## src/rtl/bnn_pkg.sv

```systemverilog
// Shared types and default geometry for the BNN host-side sequencer.
package bnn_pkg;

  localparam int I_CH           = 3;
  localparam int O_CH           = 64;
  localparam int OUT_ROW_LENGTH = 4;
  localparam int WIDTH          = 14;
  localparam int DW             = 9;
  localparam int ADDR_W         = 8;

  // Counter/index width that stays at least one bit for degenerate sizes.
  function automatic int cw(input int n);
    return (n > 1) ? $clog2(n) : 1;
  endfunction

  localparam int S         = I_CH * (O_CH + OUT_ROW_LENGTH);
  localparam int P         = O_CH * OUT_ROW_LENGTH;
  localparam int RES_IDX_W = cw(P);

  typedef enum logic [2:0] {
    ST_IDLE,
    ST_CLR,
    ST_STREAM,
    ST_POP,
    ST_DONE
  } seq_state_t;

  typedef struct packed {
    logic busy;
    logic done;
    logic mem_en;
    logic arr_rst_n;
    logic load_weight;
    logic in_valid;
  } seq_ctl_t;

  localparam seq_ctl_t CTL_IDLE = '{busy: 1'b0, done: 1'b0, mem_en: 1'b0,
                                    arr_rst_n: 1'b1, load_weight: 1'b0,
                                    in_valid: 1'b0};

endpackage

```

## src/rtl/bnn_seq_cnt.sv

```systemverilog
// Nested channel/element counter for the STREAM phase, exposing next values
// and terminal flags so the driver can register its outputs one cycle early.
module bnn_seq_cnt import bnn_pkg::*; #(
  parameter int N_CH = bnn_pkg::I_CH,
  parameter int N_EL = bnn_pkg::O_CH + bnn_pkg::OUT_ROW_LENGTH,
  localparam int EL_W = bnn_pkg::cw(N_EL)
) (
  input  logic            clk_in,
  input  logic            rst_in,
  input  logic            adv,
  output logic [EL_W-1:0] el_d,
  output logic            last_q,
  output logic            last_d
);

  localparam int CH_W = cw(N_CH);
  localparam logic [CH_W-1:0] CH_LAST = CH_W'(N_CH - 1);
  localparam logic [EL_W-1:0] EL_LAST = EL_W'(N_EL - 1);

  logic [CH_W-1:0] ch_q, ch_d;
  logic [EL_W-1:0] el_q;

  always_comb begin
    ch_d = ch_q;
    el_d = el_q;
    if (adv) begin
      if (el_q == EL_LAST) begin
        el_d = '0;
        ch_d = (ch_q == CH_LAST) ? '0 : ch_q + 1'b1;
      end else begin
        el_d = el_q + 1'b1;
      end
    end
  end

  assign last_q = (ch_q == CH_LAST) && (el_q == EL_LAST);
  assign last_d = (ch_d == CH_LAST) && (el_d == EL_LAST);

  // NOTE: sequential state uses non-blocking assignments so every flop samples pre-edge values.
  always_ff @(posedge clk_in) begin
    if (rst_in) begin
      ch_q <= '0;
      el_q <= '0;
    end else begin
      ch_q <= ch_d;
      el_q <= el_d;
    end
  end

endmodule

```

## src/rtl/bnn_seq_driver.sv

```systemverilog
// Host-side sequencer: clears the BNN array, streams weights/activations from a
// sync-read buffer, pops all psums and emits them as an indexed result stream.
// Optional macro BNN_SEQ_BACKPRESSURE_EN adds res_ready, which gates popping.
module bnn_seq_driver #(
  parameter int I_CH           = bnn_pkg::I_CH,
  parameter int O_CH           = bnn_pkg::O_CH,
  parameter int OUT_ROW_LENGTH = bnn_pkg::OUT_ROW_LENGTH,
  parameter int WIDTH          = bnn_pkg::WIDTH,
  parameter int DW             = bnn_pkg::DW,
  parameter int ADDR_W         = bnn_pkg::ADDR_W,
  localparam int IDX_W         = bnn_pkg::cw(O_CH * OUT_ROW_LENGTH)
) (
  input  logic              clk_in,
  input  logic              rst_in,
  input  logic              start,
`ifdef BNN_SEQ_BACKPRESSURE_EN
  input  logic              res_ready,
`endif
  output logic              busy,
  output logic              done,
  output logic              mem_en,
  output logic [ADDR_W-1:0] mem_addr,
  input  logic [DW-1:0]     mem_rdata,
  output logic              arr_rst_n_out,
  output logic [DW-1:0]     data_out,
  output logic              load_weight_out,
  output logic              in_valid_out,
  output logic              pop_out,
  input  logic [WIDTH-1:0]  sum_in,
  output logic              res_valid,
  output logic [WIDTH-1:0]  res_data,
  output logic [IDX_W-1:0]  res_idx
);
  import bnn_pkg::*;

  localparam int EL_LEN  = O_CH + OUT_ROW_LENGTH;
  localparam int EL_W    = cw(EL_LEN);
  localparam int POP_LEN = O_CH * OUT_ROW_LENGTH;
  localparam logic [EL_W-1:0]  W_END    = EL_W'(O_CH);
  localparam logic [IDX_W-1:0] POP_LAST = IDX_W'(POP_LEN - 1);

  seq_state_t        state_q, state_d;
  seq_ctl_t          ctl_q, ctl_d;
  logic [IDX_W-1:0]  pop_cnt_q, pop_cnt_d;
  logic [ADDR_W-1:0] addr_d;
  logic [EL_W-1:0]   el_d;
  logic              adv, last_q, last_d, pop_d;

  bnn_seq_cnt #(.N_CH(I_CH), .N_EL(EL_LEN)) u_cnt (
    .clk_in (clk_in),
    .rst_in (rst_in),
    .adv    (adv),
    .el_d   (el_d),
    .last_q (last_q),
    .last_d (last_d)
  );

`ifdef BNN_SEQ_BACKPRESSURE_EN
  assign pop_out = (state_q == ST_POP) && res_ready;
`else
  logic pop_q;
  assign pop_out = pop_q;
`endif

  always_comb begin
    state_d   = state_q;
    pop_cnt_d = pop_cnt_q;
    adv       = 1'b0;
    unique case (state_q)
      ST_IDLE:   if (start) state_d = ST_CLR;
      ST_CLR:    state_d = ST_STREAM;
      ST_STREAM: begin
        adv = 1'b1;
        if (last_q) state_d = ST_POP;
      end
      ST_POP: if (pop_out) begin
        if (pop_cnt_q == POP_LAST) begin
          pop_cnt_d = '0;
          state_d   = ST_DONE;
        end else begin
          pop_cnt_d = pop_cnt_q + 1'b1;
        end
      end
      ST_DONE:   state_d = ST_IDLE;
      default:   state_d = ST_IDLE;
    endcase
  end

  // Control outputs are decoded from next-state/next-count values and then
  // registered, so each one lines up with the cycle it describes.
  always_comb begin
    ctl_d             = CTL_IDLE;
    ctl_d.busy        = (state_d != ST_IDLE);
    ctl_d.done        = (state_d == ST_DONE);
    ctl_d.arr_rst_n   = (state_d != ST_CLR);
    ctl_d.load_weight = (state_d == ST_STREAM) && (el_d < W_END);
    ctl_d.in_valid    = (state_d == ST_STREAM) && !(el_d < W_END);
    ctl_d.mem_en      = (state_d == ST_CLR) || ((state_d == ST_STREAM) && !last_d);
    addr_d            = ((state_d == ST_STREAM) && ctl_d.mem_en) ? mem_addr + 1'b1 : '0;
    pop_d             = (state_d == ST_POP);
  end

  always_ff @(posedge clk_in) begin
    if (rst_in) begin
      state_q   <= ST_IDLE;
      pop_cnt_q <= '0;
      ctl_q     <= CTL_IDLE;
      mem_addr  <= '0;
      res_valid <= 1'b0;
      res_data  <= '0;
      res_idx   <= '0;
    end else begin
      state_q   <= state_d;
      pop_cnt_q <= pop_cnt_d;
      ctl_q     <= ctl_d;
      mem_addr  <= addr_d;
      res_valid <= pop_out;
      if (pop_out) begin
        res_data <= sum_in;
        res_idx  <= pop_cnt_q;
      end
    end
  end

`ifndef BNN_SEQ_BACKPRESSURE_EN
  always_ff @(posedge clk_in) begin
    if (rst_in) pop_q <= 1'b0;
    else        pop_q <= pop_d;
  end
`else
  logic unused_pop_d;
  assign unused_pop_d = pop_d;
`endif

  assign busy            = ctl_q.busy;
  assign done            = ctl_q.done;
  assign mem_en          = ctl_q.mem_en;
  assign arr_rst_n_out   = ctl_q.arr_rst_n;
  assign load_weight_out = ctl_q.load_weight;
  assign in_valid_out    = ctl_q.in_valid;
  // NOTE: data_out is the only combinational output; the buffer word arrives a cycle after its address.
  assign data_out = (ctl_q.load_weight || ctl_q.in_valid) ? mem_rdata : '0;

endmodule

```

## config.mk

```make
export PLATFORM = sky130hd
export DESIGN_NAME = bnn_seq_driver
export DESIGN_NICKNAME = d
export VERILOG_FILES = /design/src/rtl/bnn_pkg.sv /design/src/rtl/bnn_seq_cnt.sv /design/src/rtl/bnn_seq_driver.sv
export SDC_FILE = /design/constraint.sdc
export NUM_CORES = 1
export LEC_CHECK = 0
export CELL_PAD_IN_SITES_DETAIL_PLACEMENT = 0
export CELL_PAD_IN_SITES_GLOBAL_PLACEMENT = 1
export CORE_MARGIN = 8
export CORE_UTILIZATION = 37
export CTS_CLUSTER_DIAMETER = 80
export DETAILED_ROUTE_END_ITERATION = 10
export GPL_TIMING_DRIVEN = 0
export HOLD_SLACK_MARGIN = 0.03
export PLACE_DENSITY = 0.9
export SETUP_SLACK_MARGIN = 0.1
export SYNTH_ARGS = -nofsm -noshare
export SYNTH_HDL_FRONTEND = slang
export SYNTH_HIERARCHICAL = 1
export SYNTH_SLANG_ARGS = --single-unit
export TNS_END_PERCENT = 10
```

## constraint.sdc

```tcl
create_clock -name clk_in -period 4.57 [get_ports clk_in]
set_input_delay 0.914 -clock clk_in [delete_from_list [all_inputs] [get_ports clk_in]]
set_output_delay 0.914 -clock clk_in [all_outputs]
set_load 0.02 [all_outputs]
```

==> results_dict.tcl, run 1 <==
set metrics [dict create \
    status "finished clean" \
    wire_per_inst_um 13.5 \
    coreArea_um2 6390 \
    dp_hpwl_mm 4.34 \
    ys_warn_count 6 \
    fillCellCount 584 \
    leakage_nw 1.24 \
    intPower_mw 0.863 \
    netlist_area_um2 2440 \
    total_power_mw 1.10 \
    critPathLaunchType "input pin" \
    clk_latency_ps 330 \
    slowest_delay_ps 630 \
    cts_tree "done" \
    whs_ps 477 \
    vias 2072 \
    tightest_slew_ps 510 \
    fin_tns_setup_ps 0 \
    syn_area_per_cell_um2 9.36 \
    antenna_found_initial 0 \
    power_frac_seq 0.473 \
    cp_max_fo 1 \
    syn_to_final_growth_pct 41.8 \
    fin_skew_ps 5.88 \
    io_pins 73 \
    hold_viol 0 \
    grt_pass1_wl_mm 9.72 \
    cp_top_family "buffers and inverters" \
    netSwitchingPower_mw 0.241 \
    grt_use_total 0.123 \
    cts.sinks 58 \
    pwr-share-clk 0.433 \
    cts.clk_slew.worst_paths_ps 60 \
    post-route-drc-count 0 \
    fin_crit_ps 3050 \
    critPathKind "input pin to output pin" \
    crit_chain "clkdlybuf4s50_1, nor2b_1, clkdlybuf4s50_1" \
    maxSlewViolCount 0 \
    die_h_um 97.3 \
    diodes 0 \
    die-width_um 97.3 \
    cp.arrival_ps 2140 \
    crit_buf_inv 2 \
    cts_made_buffers 9 \
    cap_violations 0 \
    reg2reg_from "state_q[1]" \
    port_buffers 72 \
    viasPerCell 4.88 \
    initial_utilization 0.383 \
    cts_setup_buffers 0 \
    cts_root_buf "clkbuf_8" \
    cp-startpoint "mem_rdata[5]" \
    drive_gt1_frac 0.0920 \
    synthCells 261 \
    slew_headroom 0.659 \
    ant_nets 0 \
    swShare 0.218 \
    ir_worst_vdd_v 0.000192 \
    gp_congestion 0.799 \
    cp.required_ps 3660 \
    grt.overflow.total 0 \
    wl_mm 5.76 \
    first_global_vias 2064 \
    postCtsResizedCells 0 \
    grt_max_degree 11 \
    path_common_cell "clkdlybuf4s50_1" \
    setup_viol 0 \
    slowest_stage "clkdlybuf4s50_1" \
    die_area_um2 9460 \
    firstDrtPassIters 4 \
    row_count 29 \
    cts.path.max_buffers 2 \
    end_kind "output pin" \
    combinationalPowerShare 0.094 \
    post-route-period-util 0.668 \
    nets 373 \
    htreeDepth 3 \
    cellPowerDensity_nw_per_um2 319 \
    ctsHoldBuffers 0 \
    synth_fp_nets 290 \
    holdCritStartpoint "mem_addr[0]" \
    rsz0062_at_grt "false" \
    detail_route.iter0.violations 81 \
    fmax_mhz 328 \
    hold_class "flip-flop to flip-flop" \
]
path summary, 6_finish.rpt:
path,slack [ps],depth (start not counted),to
worst min-delay path,480,1,mem_addr[0]
worst max-delay path,1520,3,data_out[5]
worst min register to register,480,1,mem_addr[0]
worst max register to register,2350,10,mem_addr[3]
final cells by class:
type	count	area [um^2]	area share
Buffer	14	76.3	0.0220
Clock inverter	2	35.0	0.0101
Inverter	9	33.8	0.00975
Sequential cell	58	1160	0.335
Multi-Input combinational cell	180	1170	0.338
Tap cell	77	96.3	0.0278
Clock buffer	13	169	0.0488
Timing Repair Buffer	72	721	0.208
sequential cells by signal, indices dropped and copies added, names as in the netlist, 2 cells and up:
signal      count
res_idx         8
u_cnt/el_q      7
mem_addr        8
state_q         3
res_data       14
u_cnt/ch_q      2
pop_cnt_q       8
through the flow:
step | util | worst slack [ps] | instance area, um^2 | std cells
6_report | 0.543 | 1520 | 3460 | 425
4_1_cts | 0.543 | 1530 | 3460 | 425
3_5_place_dp | 0.511 | 1530 | 3260 | 410
2_1_floorplan | - | 2410 | 2440 | 261
3_3_place_gp | 0.511 | 1550 | 3260 | 410
5_1_grt | 0.543 | 1480 | 3460 | 425
power by group through the flow:
stage / Sequential, mW / Combinational, mW / Clock (mW)
finish: 0.522 / 0.104 / 0.478
global placement: 0.532 / 0.104 / 0
detailed placement: 0.533 / 0.106 / 0
CTS: 0.522 / 0.106 / 0.495
floorplan: 0.541 / 0.0432 / 0
global route: 0.522 / 0.113 / 0.518
placed cells by master, fill, tap and decap left out, types with 2 or more instances in the layout:
cell / instances
nor4_1: 3
a21o_1: 2
a31oi_1: 2
nand3_1: 8
nor2b_1: 18
or4_1: 5
clkbuf_8: 12
a21oi_1: 14
nor3b_1: 2
clkbuf_2: 2
o21ai_0: 7
buf_2: 5
nand2b_1: 2
mux2i_1: 23
nand4_1: 7
xor2_1: 2
or3_1: 5
nor2_1: 38
buf_4: 2
inv_1: 9
o31ai_1: 4
nand2_1: 13
clkbuf_1: 5
ha_1: 3
xnor2_1: 6
dfxtp_1: 58
clkdlybuf4s50_1: 72
routing by layer:
layer	track usage	wire length (um)	up-vias
li1	-	-	1076
met1	0.139	2600	929
met2	0.182	2510	59
met3	0.0640	565	8
met4	0.0664	87	0
met5	0	0	-
(Power assumes the default switching activity.)
==> run 2, diff against run 1 <==
- CORE_UTILIZATION: 37 -> 35
- PLACE_DENSITY: 0.9 -> 0.86
- clock period: 4.57 -> 2.83 ns (I/O delays scaled with it)
==> run 2 against run 1 <==
Worst setup slack worse by 1000 ps. Clock skew rose by 2.6 ps. Critical path depth unchanged. Final cell count increased by 4.7%. Design area up 1.2%. Routed wire length down 1.5%. Die area rose by 4.8%. Non-clock buffer count unchanged. Register-to-register slack got worse by 1700 ps. Flip-flop and latch count unchanged. Critical path type unchanged. Critical endpoint is now data_out[7]. Highest routed layer unchanged.
==> results_dict.tcl, run 2 (same netlist as run 1, synthesis figures left out) <==
set metrics [dict create \
    antenna_found_initial 0 \
    final_common_cell "clkdlybuf4s50_1" \
    hold_class "flip-flop to flip-flop" \
    cts_tree "done" \
    post-route-drc-count 0 \
    drive_gt1_frac 0.0917 \
    fmax_mhz 427 \
    ant_nets 0 \
    critPathLaunchType "input pin" \
    setup_viol 0 \
    die_h_um 99.6 \
    detail_route.iter0.violations 60 \
    gp_congestion 0.790 \
    slew_headroom 0.659 \
    cp.arrival_ps 1770 \
    end_kind "output pin" \
    grt_use_total 0.119 \
    rsz0062_at_grt "false" \
    crit_chain "clkdlybuf4s50_1, nor2b_1, clkdlybuf4s50_1" \
    largest_reg_flops 14 \
    rr_worst_depth 10 \
    row_count 30 \
    leakage_nw 1.24 \
    hold_depth 1 \
    syn_to_final_growth_pct 43.4 \
    initial_utilization 0.360 \
    cts.clk_slew.worst_paths_ps 60 \
    vias 2069 \
    r2r_slack_ps 610 \
    cp-startpoint "mem_rdata[7]" \
    ctsHoldBuffers 0 \
    post-route-util 0.516 \
    fin_skew_ps 8.48 \
    cp_max_fo 1 \
    cts_root_buf "clkbuf_8" \
    dpl_cell_area_um2 3280 \
    first_global_vias 2064 \
    tightest_slew_ps 510 \
    fin_tns_setup_ps 0 \
    slowest_delay_ps 620 \
    port_buffers 72 \
    whs_ps 476 \
    htreeDepth 3 \
    ir_worst_vdd_v 0.000351 \
    total_power_mw 1.85 \
    nets 373 \
    die_area_um2 9910 \
    wl_mm 5.67 \
    firstDrtPassIters 6 \
    diodes 0 \
    slowest_stage "clkdlybuf4s50_1" \
    cp_top_family "buffers and inverters" \
    top_register "res_data" \
    cts.sinks 58 \
    coreArea_um2 6790 \
    pre_cts_ws_ps 466 \
    final_cell_mix "clkdlybuf4s50_1, dfxtp_1, nor2_1" \
    path_common_cell "clkdlybuf4s50_1" \
    hold_viol 0 \
    endpoint "data_out[7]" \
    io_pins 73 \
    dp_hpwl_mm 4.19 \
    placed_cells 429 \
    critPathKind "input pin to output pin" \
    setup_slack_ps 491 \
    cts.path.max_buffers 2 \
    critical_path_depth 3 \
    grt_pass1_wl_mm 9.56 \
    crit_buf_inv 2 \
    design_area_um2 3500 \
    die-width_um 99.6 \
    status "finished clean" \
    cp.required_ps 2260 \
    cts_setup_buffers 0 \
    clk_latency_ps 330 \
    cap_violations 0 \
    grt.overflow.total 0 \
    postCtsResizedCells 0 \
    wire_per_inst_um 12.7 \
    viasPerCell 4.65 \
    maxSlewViolCount 0 \
    fin_crit_ps 2340 \
    timing.rr.end "mem_addr[2]" \
    cellPowerDensity_nw_per_um2 527 \
    cts_made_buffers 9 \
    post-route-period-util 0.827 \
    stdcell_count 445 \
    reg2reg_from "state_q[1]" \
    grt_max_degree 11 \
]
[run 2: cell count changes in the layout (fill, tap and decap cells not counted)]
cell and change:
clkinv_2 -1, clkbuf_1 +1, clkinvlp_4 +2, bufinv_16 +1, clkbuf_8 -2
[run 2: layer usage]
metal / vias up / track usage / share of wire
li1: 1070 / - / -
met1: 927 / 0.133 / 0.45
met2: 65 / 0.193 / 0.46
met3: 7 / 0.0559 / 0.078
met4: 0 / 0.0419 / 0.011
met5: - / 0 / 0
[run 2: area by class of cell]
| cell class | instances | area (um^2) |
|---|---|---|
| clock inverters | 4 | 75.1 |
| inverters | 9 | 33.8 |
| flip-flops and latches | 58 | 1160 |
| clock buffers | 12 | 145 |
| fillers | 645 | 3290 |
| well taps | 96 | 120 |
| repair buffers | 72 | 721 |
| plain buffers | 14 | 76.3 |
| multi-input cells | 180 | 1170 |
[run 2: worst min path at each step]
| stage | slack [ps] | to | startpoint |
|---|---|---|---|
| floorplan | 440 | u_cnt/ch_q[0] | u_cnt/ch_q[0] |
| global placement | 460 | mem_addr[0] | mem_addr[0] |
| detailed placement | 470 | mem_addr[0] | mem_addr[0] |
| CTS | 480 | mem_addr[0] | mem_addr[0] |
| global route | 510 | res_data[8] | res_data[8] |
| finish | 480 | mem_addr[0] | mem_addr[0] |
[run 2: power by group]
part / total, mW / internal, mW / switching (mW)
registers: 0.841 / 0.832 / 0.00937
clock network: 0.837 / 0.520 / 0.316
logic: 0.168 / 0.0886 / 0.0794
==> run 3, diff against run 2 <==
- clock period: 2.83 -> 2.2 ns (I/O delays scaled with it)
==> run 3 against run 2 <==
Combinational power increased by 38%. Total power rose by 30%. Final cell count up 0.90%. Register-to-register slack worse by 440 ps. Sequential share of layout area shrank 0.80 points. First-iteration DRC count shrank 3.3%. Non-clock buffer count increased by 3. Die area unchanged. Utilization is 1.5 points higher. Clock power up 29%. Clock skew down 1.0 ps. Sequential power increased by 28%.
==> results_dict.tcl, run 3 (same netlist as run 1, synthesis figures left out) <==
set metrics [dict create \
    firstDrtPassIters 4 \
    htreeDepth 3 \
    crit_buf_inv 2 \
    hold_class "flip-flop to flip-flop" \
    fmax_mhz 485 \
    nets 377 \
    cts.sinks 58 \
    wl_mm 5.98 \
    top_register "res_data" \
    grt_max_degree 11 \
    grt.overflow.total 0 \
    setup_viol 0 \
    tightest_slew_ps 565 \
    viasPerCell 4.68 \
    hold_viol 0 \
    cap_violations 0 \
    cellPowerDensity_nw_per_um2 664 \
    path_common_cell "clkdlybuf4s50_1" \
    seq_area_um2 1170 \
    detail_route.iter0.violations 58 \
    rsz0062_at_grt "true" \
    cts.clk_slew.worst_paths_ps 60 \
    port_buffers 72 \
    io_pins 73 \
    cts_root_buf "clkbuf_8" \
    fillCellCount 636 \
    die_h_um 99.6 \
    diodes 0 \
    post-route-period-util 0.937 \
    gp_congestion 0.790 \
    critPathKind "input pin to output pin" \
    final_common_cell "clkdlybuf4s50_1" \
    cp.required_ps 1760 \
    slew_headroom 0.622 \
    cts_made_buffers 9 \
    end_kind "output pin" \
    antenna_found_initial 0 \
    die-width_um 99.6 \
    largest_reg_flops 14 \
    ctsHoldBuffers 0 \
    critPathLaunchType "input pin" \
    cts.path.max_buffers 2 \
    grt_use_total 0.123 \
    post-route-util 0.531 \
    vias 2100 \
    initial_utilization 0.360 \
    die_area_um2 9910 \
    fin_crit_ps 2060 \
    cp_max_fo 1 \
    coreArea_um2 6790 \
    drive_gt1_frac 0.130 \
    dp_hpwl_mm 4.19 \
    fin_skew_ps 7.43 \
    grt_pass1_wl_mm 9.83 \
    syn_to_final_growth_pct 47.6 \
    post-route-drc-count 0 \
    cts_tree "done" \
    first_global_vias 2114 \
    row_count 30 \
    crit_chain "clkdlybuf4s50_1, nor2b_1, clkdlybuf4s50_1" \
    multiInputGateArea_um2 1230 \
    wire_per_inst_um 13.3 \
    cp.arrival_ps 1620 \
    slowest_delay_ps 620 \
    status "finished clean" \
    leakage_nw 1.36 \
    slowest_stage "clkdlybuf4s50_1" \
    maxSlewViolCount 0 \
    final_cell_mix "clkdlybuf4s50_1, dfxtp_1, nor2_1" \
    clk_latency_ps 330 \
    ir_worst_vdd_v 0.000452 \
    total_power_mw 2.39 \
    cp_top_family "buffers and inverters" \
    ant_nets 0 \
]
-- run 3: changes by cell type in the layout (fill, tap and decap cells not counted), sizes merged --
cell	change
buf	+3
o211ai	+1
clkdlybuf4s50	-5
dlymetal6s2s	+5
-- run 3: metal layers --
metal / wire (um) / share of wire / vias to the layer above / GRT usage
met3: 389 / 0.065 / 7 / 0.0559
met5: 0 / 0 / - / 0
met4: 64 / 0.011 / 0 / 0.0419
li1: - / - / 1083 / -
met2: 2830 / 0.47 / 55 / 0.203
met1: 2700 / 0.45 / 955 / 0.136
-- run 3: worst paths after layout --
path | endpoint | slack [ps] | depth (start not counted) | startpoint
min reg2reg | mem_addr[0] | 480 | 1 | mem_addr[0]
max | data_out[2] | 140 | 3 | mem_rdata[2]
min | mem_addr[0] | 480 | 1 | mem_addr[0]
max reg2reg | mem_addr[2] | 170 | 10 | state_q[0]
-- run 3: metrics by stage --
step | area [um^2] | setup TNS [ps] | instances | setup slack, ps | hold WS, ps
global placement | 3280 | -11.1 | 429 | -4.05 | 460
CTS | 3570 | 0 | 449 | 88.6 | 485
detailed placement | 3280 | -312 | 429 | -59.5 | 470
global route | 3610 | 0 | 449 | 42.0 | 514
floorplan | 2440 | 0 | 261 | 229 | 442
finish | 3610 | 0 | 449 | 139 | 476
-- run 3: layout make-up --
cell class | instances | share of cell area
multi-input combinational | 181 | 0.340
sequential | 58 | 0.323
timing repair buffer | 75 | 0.210
clock buffer | 12 | 0.0402
tap | 96 | 0.0333
buffer | 14 | 0.0236
clock inverter | 4 | 0.0208
inverter | 9 | 0.00937
-- run 3: power breakdown --
part	leakage, nW	switching, mW	total [mW]	internal [mW]
combinational	0.785	0.109	0.232	0.123
sequential	0.470	0.0134	1.08	1.07
clock	0.103	0.409	1.08	0.669
-- run 3: worst register-to-register path, cell delays in order (launching register included) --
cell      delay [ps]
dfxtp_2          340
buf_4            170
nor3b_2          160
buf_4            160
nand4_1          150
mux2_2           270
nand2_2           60
nor4_2           290
inv_2            100
o211ai_4         130
nor2_1            80
-- run 3: repair_timing --
item | in CTS | in global routing
pin swaps | 0 | 1
endpoints found under the hold margin | 0 | 0
gates resized for setup | 7 | 14
setup endpoints to repair | 18 | 17
setup buffers | 3 | 0
gates cloned | 1 | 0
